### src/rtl/pipe_stage.sv
// pipe_stage: valid/ready pipeline register for one datapath beat (payload + controls).
//
// Build option: PIPE_STAGE_SKID_EN
//   defined   -> two entries (output + skid); in_ready comes straight from a flop.
//   undefined -> one entry; in_ready = !out_valid | out_ready (combinational).
//
// Ports
//   clk, rst_n           clock, asynchronous active-low reset
//   flush                synchronous kill of held and incoming beats
//   in_valid/in_ready    upstream handshake; in_data/in_ctrl upstream payload
//   out_valid/out_ready  downstream handshake; out_data/out_ctrl held payload (zero when idle)
//   occupancy            beats currently held (0..2)
//   stall_cnt            saturating count of back-pressured cycles
module pipe_stage #(
    parameter int unsigned DATA_W = 32,
    parameter int unsigned CTRL_W = 24,
    parameter int unsigned CNT_W  = 16
) (
    input  logic              clk,
    input  logic              rst_n,
    input  logic              flush,
    input  logic              in_valid,
    output logic              in_ready,
    input  logic [DATA_W-1:0] in_data,
    input  logic [CTRL_W-1:0] in_ctrl,
    output logic              out_valid,
    input  logic              out_ready,
    output logic [DATA_W-1:0] out_data,
    output logic [CTRL_W-1:0] out_ctrl,
    output logic [1:0]        occupancy,
    output logic [CNT_W-1:0]  stall_cnt
);

    localparam logic [CNT_W-1:0] CNT_MAX = '1;

    logic              out_valid_q, out_valid_d;
    logic [DATA_W-1:0] out_data_q,  out_data_d;
    logic [CTRL_W-1:0] out_ctrl_q,  out_ctrl_d;
    logic [1:0]        occ_q,       occ_d;
    logic [CNT_W-1:0]  stall_q,     stall_d;
    // Low through reset, high from the first edge after release.
    logic              rdy_q,       rdy_d;
    logic              in_fire;
    logic              out_fire;

`ifdef PIPE_STAGE_SKID_EN
    logic              skid_valid_q, skid_valid_d;
    logic [DATA_W-1:0] skid_data_q,  skid_data_d;
    logic [CTRL_W-1:0] skid_ctrl_q,  skid_ctrl_d;

    // Registered ready: accept only while the skid entry is free.
    assign in_ready = rdy_q;
`else
    // Single entry can take a beat when empty or when the held beat leaves now.
    assign in_ready = rdy_q & (~out_valid_q | out_ready);
`endif

    assign in_fire  = in_valid & in_ready & ~flush;
    assign out_fire = out_valid_q & out_ready;

    // Next-state for entries, occupancy, ready flop and stall counter.
    always_comb begin
        out_valid_d = out_valid_q;
        out_data_d  = out_data_q;
        out_ctrl_d  = out_ctrl_q;
        stall_d     = stall_q;
`ifdef PIPE_STAGE_SKID_EN
        skid_valid_d = skid_valid_q;
        skid_data_d  = skid_data_q;
        skid_ctrl_d  = skid_ctrl_q;
`endif

        // Stall counting ignores flush: a refused beat is still a stalled cycle.
        if (out_valid_q && !out_ready && (stall_q != CNT_MAX)) begin
            stall_d = stall_q + CNT_W'(1);
        end

        if (flush) begin
            out_valid_d = 1'b0;
            out_data_d  = '0;
            out_ctrl_d  = '0;
`ifdef PIPE_STAGE_SKID_EN
            skid_valid_d = 1'b0;
            skid_data_d  = '0;
            skid_ctrl_d  = '0;
`endif
        end else begin
`ifdef PIPE_STAGE_SKID_EN
            if (!out_valid_q || out_fire) begin
                // Output slot frees up: skid beat is older, so it goes first.
                if (skid_valid_q) begin
                    out_valid_d  = 1'b1;
                    out_data_d   = skid_data_q;
                    out_ctrl_d   = skid_ctrl_q;
                    skid_valid_d = 1'b0;
                    skid_data_d  = '0;
                    skid_ctrl_d  = '0;
                end else if (in_fire) begin
                    out_valid_d = 1'b1;
                    out_data_d  = in_data;
                    out_ctrl_d  = in_ctrl;
                end else begin
                    out_valid_d = 1'b0;
                    out_data_d  = '0;
                    out_ctrl_d  = '0;
                end
            end else if (in_fire) begin
                // Output is stuck; park the new beat.
                skid_valid_d = 1'b1;
                skid_data_d  = in_data;
                skid_ctrl_d  = in_ctrl;
            end
`else
            if (in_fire) begin
                out_valid_d = 1'b1;
                out_data_d  = in_data;
                out_ctrl_d  = in_ctrl;
            end else if (out_fire) begin
                out_valid_d = 1'b0;
                out_data_d  = '0;
                out_ctrl_d  = '0;
            end
`endif
        end

`ifdef PIPE_STAGE_SKID_EN
        occ_d = {1'b0, out_valid_d} + {1'b0, skid_valid_d};
        rdy_d = ~skid_valid_d;
`else
        occ_d = {1'b0, out_valid_d};
        rdy_d = 1'b1;
`endif
    end

    // State registers.
    always_ff @(posedge clk or negedge rst_n) begin
        if (!rst_n) begin
            out_valid_q <= 1'b0;
            out_data_q  <= '0;
            out_ctrl_q  <= '0;
            occ_q       <= 2'd0;
            stall_q     <= '0;
            rdy_q       <= 1'b0;
        end else begin
            out_valid_q <= out_valid_d;
            out_data_q  <= out_data_d;
            out_ctrl_q  <= out_ctrl_d;
            occ_q       <= occ_d;
            stall_q     <= stall_d;
            rdy_q       <= rdy_d;
        end
    end

`ifdef PIPE_STAGE_SKID_EN
    // Skid entry registers.
    always_ff @(posedge clk or negedge rst_n) begin
        if (!rst_n) begin
            skid_valid_q <= 1'b0;
            skid_data_q  <= '0;
            skid_ctrl_q  <= '0;
        end else begin
            skid_valid_q <= skid_valid_d;
            skid_data_q  <= skid_data_d;
            skid_ctrl_q  <= skid_ctrl_d;
        end
    end
`endif

    assign out_valid = out_valid_q;
    assign out_data  = out_data_q;
    assign out_ctrl  = out_ctrl_q;
    assign occupancy = occ_q;
    assign stall_cnt = stall_q;

endmodule

### config.mk
export PLATFORM = sky130hd
export DESIGN_NAME = pipe_stage
export DESIGN_NICKNAME = d
export VERILOG_FILES = /design/src/rtl/pipe_stage.sv
export SDC_FILE = /design/constraint.sdc
export NUM_CORES = 1
export LEC_CHECK = 0
export ABC_AREA = 1
export BUFFER_PORTS_ARGS = -buffer_cell sky130_fd_sc_hd__buf_2
export CAP_MARGIN = 5
export CORE_ASPECT_RATIO = 0.6
export CORE_MARGIN = 2
export CORE_UTILIZATION = 52
export DETAILED_ROUTE_END_ITERATION = 8
export PLACE_DENSITY_LB_ADDON = 0.12
export SYNTH_ARGS = -nofsm -noshare
export SYNTH_HDL_FRONTEND = slang
export SYNTH_SLANG_ARGS = --single-unit
### constraint.sdc
create_clock -name clk -period 2.43 [get_ports clk]
set_input_delay 0.486 -clock clk [delete_from_list [all_inputs] [get_ports clk]]
set_output_delay 0.486 -clock clk [all_outputs]
set_load 0.05 [all_outputs]
==> results.md, run 1 <==
- The average detailed-routed wire length per instance is 13.60 µm.
- The worst reg2reg path depth is 8.
- The total number of clock tree sinks is 74.
- The data arrival time at the worst-slack endpoint is 1.27 ns.
- The post-detailed-route via-to-cell ratio is between 4 and 5.
- The number of pins with negative max-slew slack in the final report is 0.
- The clock tree from TritonCTS is built.
- Entering global routing, the biggest net connects 75 pins.
- The number of antenna diodes in the final layout is 0.
- The horizontal die dimension is 109.9 µm.
- With fillers left out, the area of the finished cells amounts to 4489 µm².
- The start-to-end type of the worst setup path is flop to primary output.
- In the final layout, the share of cells above drive strength 1 is 38.49%.
- For the worst setup path, the data required time is 1.94 ns.
- The fill cell instance count of the final layout is roughly 560.
- The via count of the first global-routing pass came to 2636.
- The number of register bits inferred by synthesis is 74.
- The static leakage power is 2.570 nW.
- After detailed routing, the total wire length is 8391 µm.
- After floorplanning, the core was divided into 23 placement rows.
- Buffers added to address setup during post-CTS repair amount to 0.
- The largest vdd supply drop is 0.4434 mV.
- The first global-routing pass estimated 12720 µm of wire.
- The final worst hold slack is 0.1660 ns.
- For the pin with the worst max-slew slack, the measured transition is roughly 0.58 ns.
- The biggest fanout along the worst timing path is 4.
- Before CTS, the worst setup slack after placement is 0.7059 ns.
- The I/O pin total is 137.
- The average size of a mapped cell is ~8.9 µm².
- The run finished with clean final reports.
- For this design, the CTS-stage hold fixing added 0 buffers.
- Once the floorplan was initialized, standard cells occupied 53.14% of the core.
- In this run the cell area of the synthesized design comes to roughly 3500 µm².
- Routability-driven placement finished with a final weighted congestion of 0.9231.
- Setup repair after global routing left no endpoint under its margin.
- The die covers 7429 µm².
- STA classifies the critical path endpoint as a primary output.
- The number of buffers inserted by port buffering is 135.
- In the routed design, unresolved DRC markers number 0.
- The later pin in the worst-skew pair is clocked with a latency of 0.33 ns.
- CTS built an H-tree with a depth of 3.
- The final-report hold violation count is 0.
- Synthesis handed over a netlist of about 400 instances.
- The first routing iteration left 229 violations.
- The endpoint identified for the worst register-to-register timing path is stall_cnt[14].
- Summing all placed instances gives a cell area of 4234 µm².
- Once the clock tree was built, the resizer swapped 0 gates to a different size.
- The net count of the finished layout is 588.
- The share of synthesized area occupied by flip-flops and latches is 52.88%.
- The final route contains about 3000 vias.
- The share of the core filled with cells is between 60% and 70%.
- Measured against its own limit, the worst slew margin works out to ~60%.
- CTS placed an instance of sky130_fd_sc_hd__clkbuf_8 at the clock tree root.
- The die is ~68 µm tall.
- The maximum frequency from static timing analysis is between 500 and 600 MHz.
- The total nets after synthesis is roughly 460.
- The total power per unit cell area is 712.6 nW/µm².
- The deepest clock path buffer count is 2.
- The startpoint type of the worst setup path is a flop.
- The netlist uses 23 different library cells.
- In this run the worst hold path is classified as primary input to async pin.
- In this run the critical register-to-register path is launched from stall_cnt[0].
- The wire-length estimate of the detail-placed layout is between 5000 and 6000 µm.
- The most critical setup path has its startpoint at occupancy[0].
- Setup violations remaining at the end of the flow were counted as 0.
- The number of clock buffers added by TritonCTS is 9.
- The clock arrives with 0.004950 ns of skew.
- The first TritonRoute pass finished after 4 iterations.
- The tool flagged a number of max-cap violations equal to 0.
- The number of antenna violations at the first check in global routing is 0.
- The yosys synthesis warning count is 0.
- The smallest clock period supported by the final layout is computed as 1.760 ns.
- The final setup TNS is 0 ns.
- Relative to the synthesized area, the layout overhead comes to 28.19%.
- The aggregate global routing overflow is 0.
- The core region area is about 6600 µm².
- The share of the clock period used by the worst path is between 70 and 80%.
- The reg-to-reg setup timing slack is 0.70 ns.
- The total global routing track utilization is 22.63%.
- The clock slew at the register clock pins of the worst setup and hold paths is 0.08 ns.
- The setup slack of the critical path after layout is ~0.67 ns.
- The detail route stage leaves a number of antenna-violating nets equal to 0.
## Yosys cell counts
library cell | n | area (µm²)
sky130_fd_sc_hd__buf_2 | 1 | 5.000
sky130_fd_sc_hd__buf_4 | 2 | 15.01
sky130_fd_sc_hd__nand3b_1 | 3 | 22.52
sky130_fd_sc_hd__nor3_1 | 1 | 5.000
sky130_fd_sc_hd__conb_1 | 2 | 7.510
sky130_fd_sc_hd__xor2_1 | 4 | 35.03
sky130_fd_sc_hd__nand4_1 | 6 | 37.54
sky130_fd_sc_hd__o21ai_0 | 16 | 80.08
sky130_fd_sc_hd__buf_6 | 6 | 67.56
sky130_fd_sc_hd__nor2_1 | 16 | 60.06
sky130_fd_sc_hd__inv_2 | 1 | 3.750
sky130_fd_sc_hd__clkbuf_1 | 11 | 41.29
sky130_fd_sc_hd__or2_1 | 1 | 6.260
sky130_fd_sc_hd__o21ai_2 | 40 | 350.3
sky130_fd_sc_hd__nor2_4 | 2 | 22.52
sky130_fd_sc_hd__nand2_1 | 63 | 236.5
sky130_fd_sc_hd__nand2_2 | 3 | 18.77
sky130_fd_sc_hd__a21oi_1 | 2 | 10.01
sky130_fd_sc_hd__inv_1 | 71 | 266.5
sky130_fd_sc_hd__xnor2_1 | 3 | 26.28
sky130_fd_sc_hd__dfrtp_1 | 74 | 1852
sky130_fd_sc_hd__nand3_1 | 64 | 320.3
sky130_fd_sc_hd__ha_1 | 1 | 12.51
## flip-flops by register name, summed over array words and instances (netlist names)
name,flops
rdy_q,1
out_ctrl,24
occupancy,1
stall_cnt,16
out_data,32
## report_power, final
part	internal, mW	switching (mW)	total (mW)
sequential	1.30	0.0689	1.37
combinational	0.155	0.456	0.611
clock	0.781	0.438	1.22
## per-stage QoR
step	std cells	power [mW]
2_1_floorplan	393	1.810
4_1_cts	617	3.229
3_5_place_dp	602	2.008
5_1_grt	617	3.335
6_report	617	3.199
3_3_place_gp	602	1.998
## worst max-delay path: stages (launching register included)
cell                      delay [ns]
sky130_fd_sc_hd__dfrtp_1        0.45
sky130_fd_sc_hd__inv_2          0.09
sky130_fd_sc_hd__nor2_4         0.05
sky130_fd_sc_hd__nor2_4         0.08
sky130_fd_sc_hd__buf_2          0.27
## worst max path at each step
stage                                to  slack, ns  cells after the start
after floorplan             out_ctrl[0]       0.59                      8
after global placement     out_ctrl[23]       0.76                      7
after detailed placement   stall_cnt[8]       0.71                      7
after CTS                      in_ready       0.65                      4
after global routing      stall_cnt[12]       0.48                      8
final                          in_ready       0.67                      4
## cell families (layout without fill, tap and decap cells)
logic type	count (synthesis)	in the layout	share of synthesized area [%]
simple gates	159	159	20.83
buf+inv	92	229	11.40
flops	74	74	52.88
compound gates	58	58	12.58
xor+xnor	7	7	1.751
other cells	2	2	0.2144
fa+ha+maj	1	1	0.3572
## placed cells by master (no fill, tap or decap), types with 4 or more instances in the layout
master / n
sky130_fd_sc_hd__nand2_1: 63
sky130_fd_sc_hd__nand4_1: 6
sky130_fd_sc_hd__buf_2: 135
sky130_fd_sc_hd__buf_4: 6
sky130_fd_sc_hd__clkbuf_8: 9
sky130_fd_sc_hd__xor2_1: 4
sky130_fd_sc_hd__o21ai_2: 40
sky130_fd_sc_hd__o21ai_0: 16
sky130_fd_sc_hd__dfrtp_1: 74
sky130_fd_sc_hd__nand3_1: 64
sky130_fd_sc_hd__inv_1: 71
sky130_fd_sc_hd__nor2_1: 16
sky130_fd_sc_hd__bufinv_16: 4
## per-layer routing
metal	vias to the layer above	share of wire (%)	global-route usage (%)
li1	1496	-	-
met1	1380	45	32.53
met2	111	46	33.36
met3	11	8.4	6.950
met4	0	1.1	5.854
met5	-	0	0
## layout make-up
| class | count | area [µm²] | area share [%] |
|---|---|---|---|
| Clock inverter | 5 | 127.6 | 2.843 |
| Multi-Input combinational cell | 227 | 1262 | 28.12 |
| Sequential cell | 74 | 1852 | 41.25 |
| Timing Repair Buffer | 142 | 740.7 | 16.50 |
| Inverter | 72 | 270.3 | 6.020 |
| Tap cell | 87 | 108.9 | 2.425 |
| Clock buffer | 10 | 127.6 | 2.843 |
(Power assumes the default switching activity.)
==> run 2: changes to the inputs <==
CORE_UTILIZATION = 44   (was 52)
clock period = 1.4 ns   (was 2.43 ns; I/O delays follow)
==> results.md, run 2 (synthesis results as in run 1) <==
- The horizontal die dimension is 119.2 µm (+8.4%).
- The detailed-route wire length is 8994 µm (+7.2%).
- The aggregate global routing overflow is 0 (unchanged).
- The smallest clock period supported by the final layout is computed as about 1.4 ns.
- The height of the chip was 73.11 µm (+8.2%).
- The number of buffers added by the clock tree synthesis step is 9 (unchanged).
- The count of H-tree levels built during CTS was 3 (unchanged).
- The biggest fanout along the worst timing path is 2 (-2).
- The global-route wire length before repair is 14270 µm (+12%).
- The starting utilization of the core area is 44.96% (-8.2 points).
- The routed wire length on met3 was 596 µm (-15%).
- The maximum number of pins on one net before global-route repair is 57 (-24%).
- The max-cap check violation count is 0 (unchanged).
- TritonCTS built the clock tree.
- The number of antenna repair diodes is 0 (unchanged).
- The remaining number of nets flagged by the antenna check after routing came to 0 (unchanged).
- The startpoint identified for the worst hold timing path is flush.
- The area overhead of the layout relative to synthesis is 41.51%.
- The highest cell delay on the worst timing path is 0.40 ns (-0.05 ns).
- The cell family contributing the most delay on the critical path is flip-flops.
- The most common cell type on the critical path is sky130_fd_sc_hd__nor2_4.
- The met2 layer wire length in the routed design is 3991 µm (+3.8%).
- The nature of the critical path endpoint is a primary output.
- The average detailed-routed wire length per instance came to 13.63 µm (+0.20%).
- The clock skew is 0.006216 ns (+0.001267 ns).
- The setup slack of the critical path after layout came to -0.003983 ns (-0.6738 ns).
- The post-detailed-route via-to-cell ratio was 4.774 (-1.7%).
- The static leakage power is 2.748 nW (+6.9%).
- The path type of the worst min-delay path is primary input to flop.
- The tree is rooted in a sky130_fd_sc_hd__clkbuf_16.
- The source of the worst register-to-register timing path is occupancy[0].
- The reg-to-reg setup timing slack was 0.02 ns (-0.68 ns).
- The final setup TNS is -0.003983 ns (-0.003983 ns).
- Setup repair after global routing could not meet its margin everywhere.
- The flip-flop count of the largest register after layout is 32 (unchanged).
- The final-report hold violation count is 0 (unchanged).
- The worst path buffer plus inverter count is 2 (unchanged).
- The core region area is 7789 µm² (+18%).
- The detailed-router iteration count before antenna repair is 6 (+2).
- Static timing analysis puts the maximum clock frequency at 712.3 MHz.
- The startpoint type of the worst setup path is a flop.
- The worst reg2reg path depth is 7 (-1).
- The total power per unit cell area is 1160 nW/µm² (+63%).
- The share of the core filled with cells is 63.63% (-4.5 points).
- The number of antenna violations at the first check in global routing was 0 (unchanged).
- The via count of the first global-routing pass is 2878 (+9.2%).
- The checks that failed: setup timing.
- The data arrival time at the worst-slack endpoint is 1.12 ns (-0.15 ns).
- The placed standard-cell area was 4542 µm² (+7.3%).
- The placer congestion estimate is 0.8014 (-13%).
- The final worst hold slack is 0.1814 ns (+0.01546 ns).
- The post-detailed-placement half-perimeter wirelength is 6354 µm (+7.3%).
- The via count is 3151 (+5.1%).
- The data required time of the worst path is 1.12 ns (-0.82 ns).
- The proportion of layout cells with a drive suffix above 1 is 48.37% (+9.9 points).
- The fill cell instance count of the final layout is 669 (+20%).
- The row count is 25 (+8.7%).
- The worst flop-to-flop path endpoint is out_data[14].
- The run finished, with violations left.
- The top cell types in the final layout, fill and taps aside, are 127 x sky130_fd_sc_hd__buf_2, 70 x sky130_fd_sc_hd__inv_1, 63 x sky130_fd_sc_hd__nand3_1.
- The total design power is 5.749 mW (+80%).
- The number of buffers inserted by port buffering is 135 (unchanged).
- The clock latency on the worst-skew pair is 0.32 ns (about the same).
- The die area is 8712 µm² (+17%).
- The final instance area came to 4956 µm² (+10%).
- The clock slew at the register clock pins of the worst setup and hold paths was 0.05 ns (-0.03 ns).
- The violation count after the first detailed-route iteration came to 249 (+8.7%).
- The number of DRC violations after detailed routing came to 0 (unchanged).
- The total global routing track utilization came to 21.09% (-1.5 points).
- The final layout net count is 610 (+3.7%).
- The detailed-routing wirelength on met1 is 4343 µm (+16%).
- The I/O pin total is 137 (unchanged).
- The detailed router used layers up to and including met4.
- The standard cell with the maximum stage delay on the critical path is sky130_fd_sc_hd__dfrtp_2.
- The deepest clock path buffer count is 2 (unchanged).
- Dividing the final minimum period by the clock period gives 100.3%.
- The signal on the critical path passes through inv_2 -> nor2_4 -> nor2_4 -> buf_6.
- The total number of clock tree sinks came to 74 (unchanged).
- The most common library cell in the layout ignoring fill and taps is sky130_fd_sc_hd__buf_2.
- By startpoint and endpoint, the worst setup path is classified as flop to primary output.
- Counting instances, the worst hold path has a depth of 2.
- The largest vdd supply drop came to 0.9191 mV (+110%).
- The final count of negative-setup-slack endpoints is 1 (+1).
- The number of pins with negative max-slew slack in the final report is 0 (unchanged).
- The end point of the worst hold path is occupancy[0].
## run 2: layer usage
metal	global-route usage, %	vias up
met5	0	-
met4	5.556	0
met3	6.172	5
met2	31.10	101
met1	30.48	1500
li1	-	1545
## run 2: worst max-delay path by stage
| stage | cells after the start | from | to | slack [ns] |
|---|---|---|---|---|
| floorplan | 8 | occupancy[0] | out_ctrl[0] | -0.36 |
| global placement | 7 | occupancy[0] | out_ctrl[18] | -0.04 |
| detailed placement | 7 | occupancy[0] | out_data[9] | -0.1 |
| CTS | 4 | occupancy[0] | in_ready | -0.02 |
| global route | 4 | occupancy[0] | in_ready | -0.06 |
| finish | 4 | occupancy[0] | in_ready | -0.004 |
## run 2: cell type report
type                       instances  area, µm²  share of cell area (%)
clock inverter                     3      15.01                  0.3030
sequential                        74       1873                   37.79
clock buffer                      12      256.5                   5.175
tap                              108      135.1                   2.727
timing repair buffer             164       1015                   20.47
inverter                          72      270.3                   5.453
multi-input combinational        227       1391                   28.07
## run 2: per-stage QoR
step / cells / worst slack [ns]
after CTS: 660 / -0.02427
after global routing: 660 / -0.06426
final: 660 / -0.003983
after detailed placement: 644 / -0.09563
after floorplan: 393 / -0.3611
after global placement: 644 / -0.04302
## run 2: timing repair
action | in CTS | in global routing
buffers inserted | 0 | 0
hold buffers | 1 | 0
resized for setup | 9 | 48
pin swaps | 0 | 1
setup endpoints to repair | 51 | 78
endpoints found under the hold margin | 24 | 0
gates cloned | 0 | 0
## run 2: report_power, final
group | total [mW] | internal [mW] | switching (mW)
clock | 2.09 | 1.28 | 0.818
sequential | 2.36 | 2.27 | 0.0942
combinational | 1.29 | 0.414 | 0.875
total | 5.75 | 3.96 | 1.79
## run 2: worst reg2reg max path, delay by kind of cell, from the launching register on
family | cells | cell delay (ns)
buffers and inverters | 2 | 0.25
AO/OA/AOI/OAI | 1 | 0.13
AND/OR/NAND/NOR | 4 | 0.52
flip-flops | 1 | 0.40
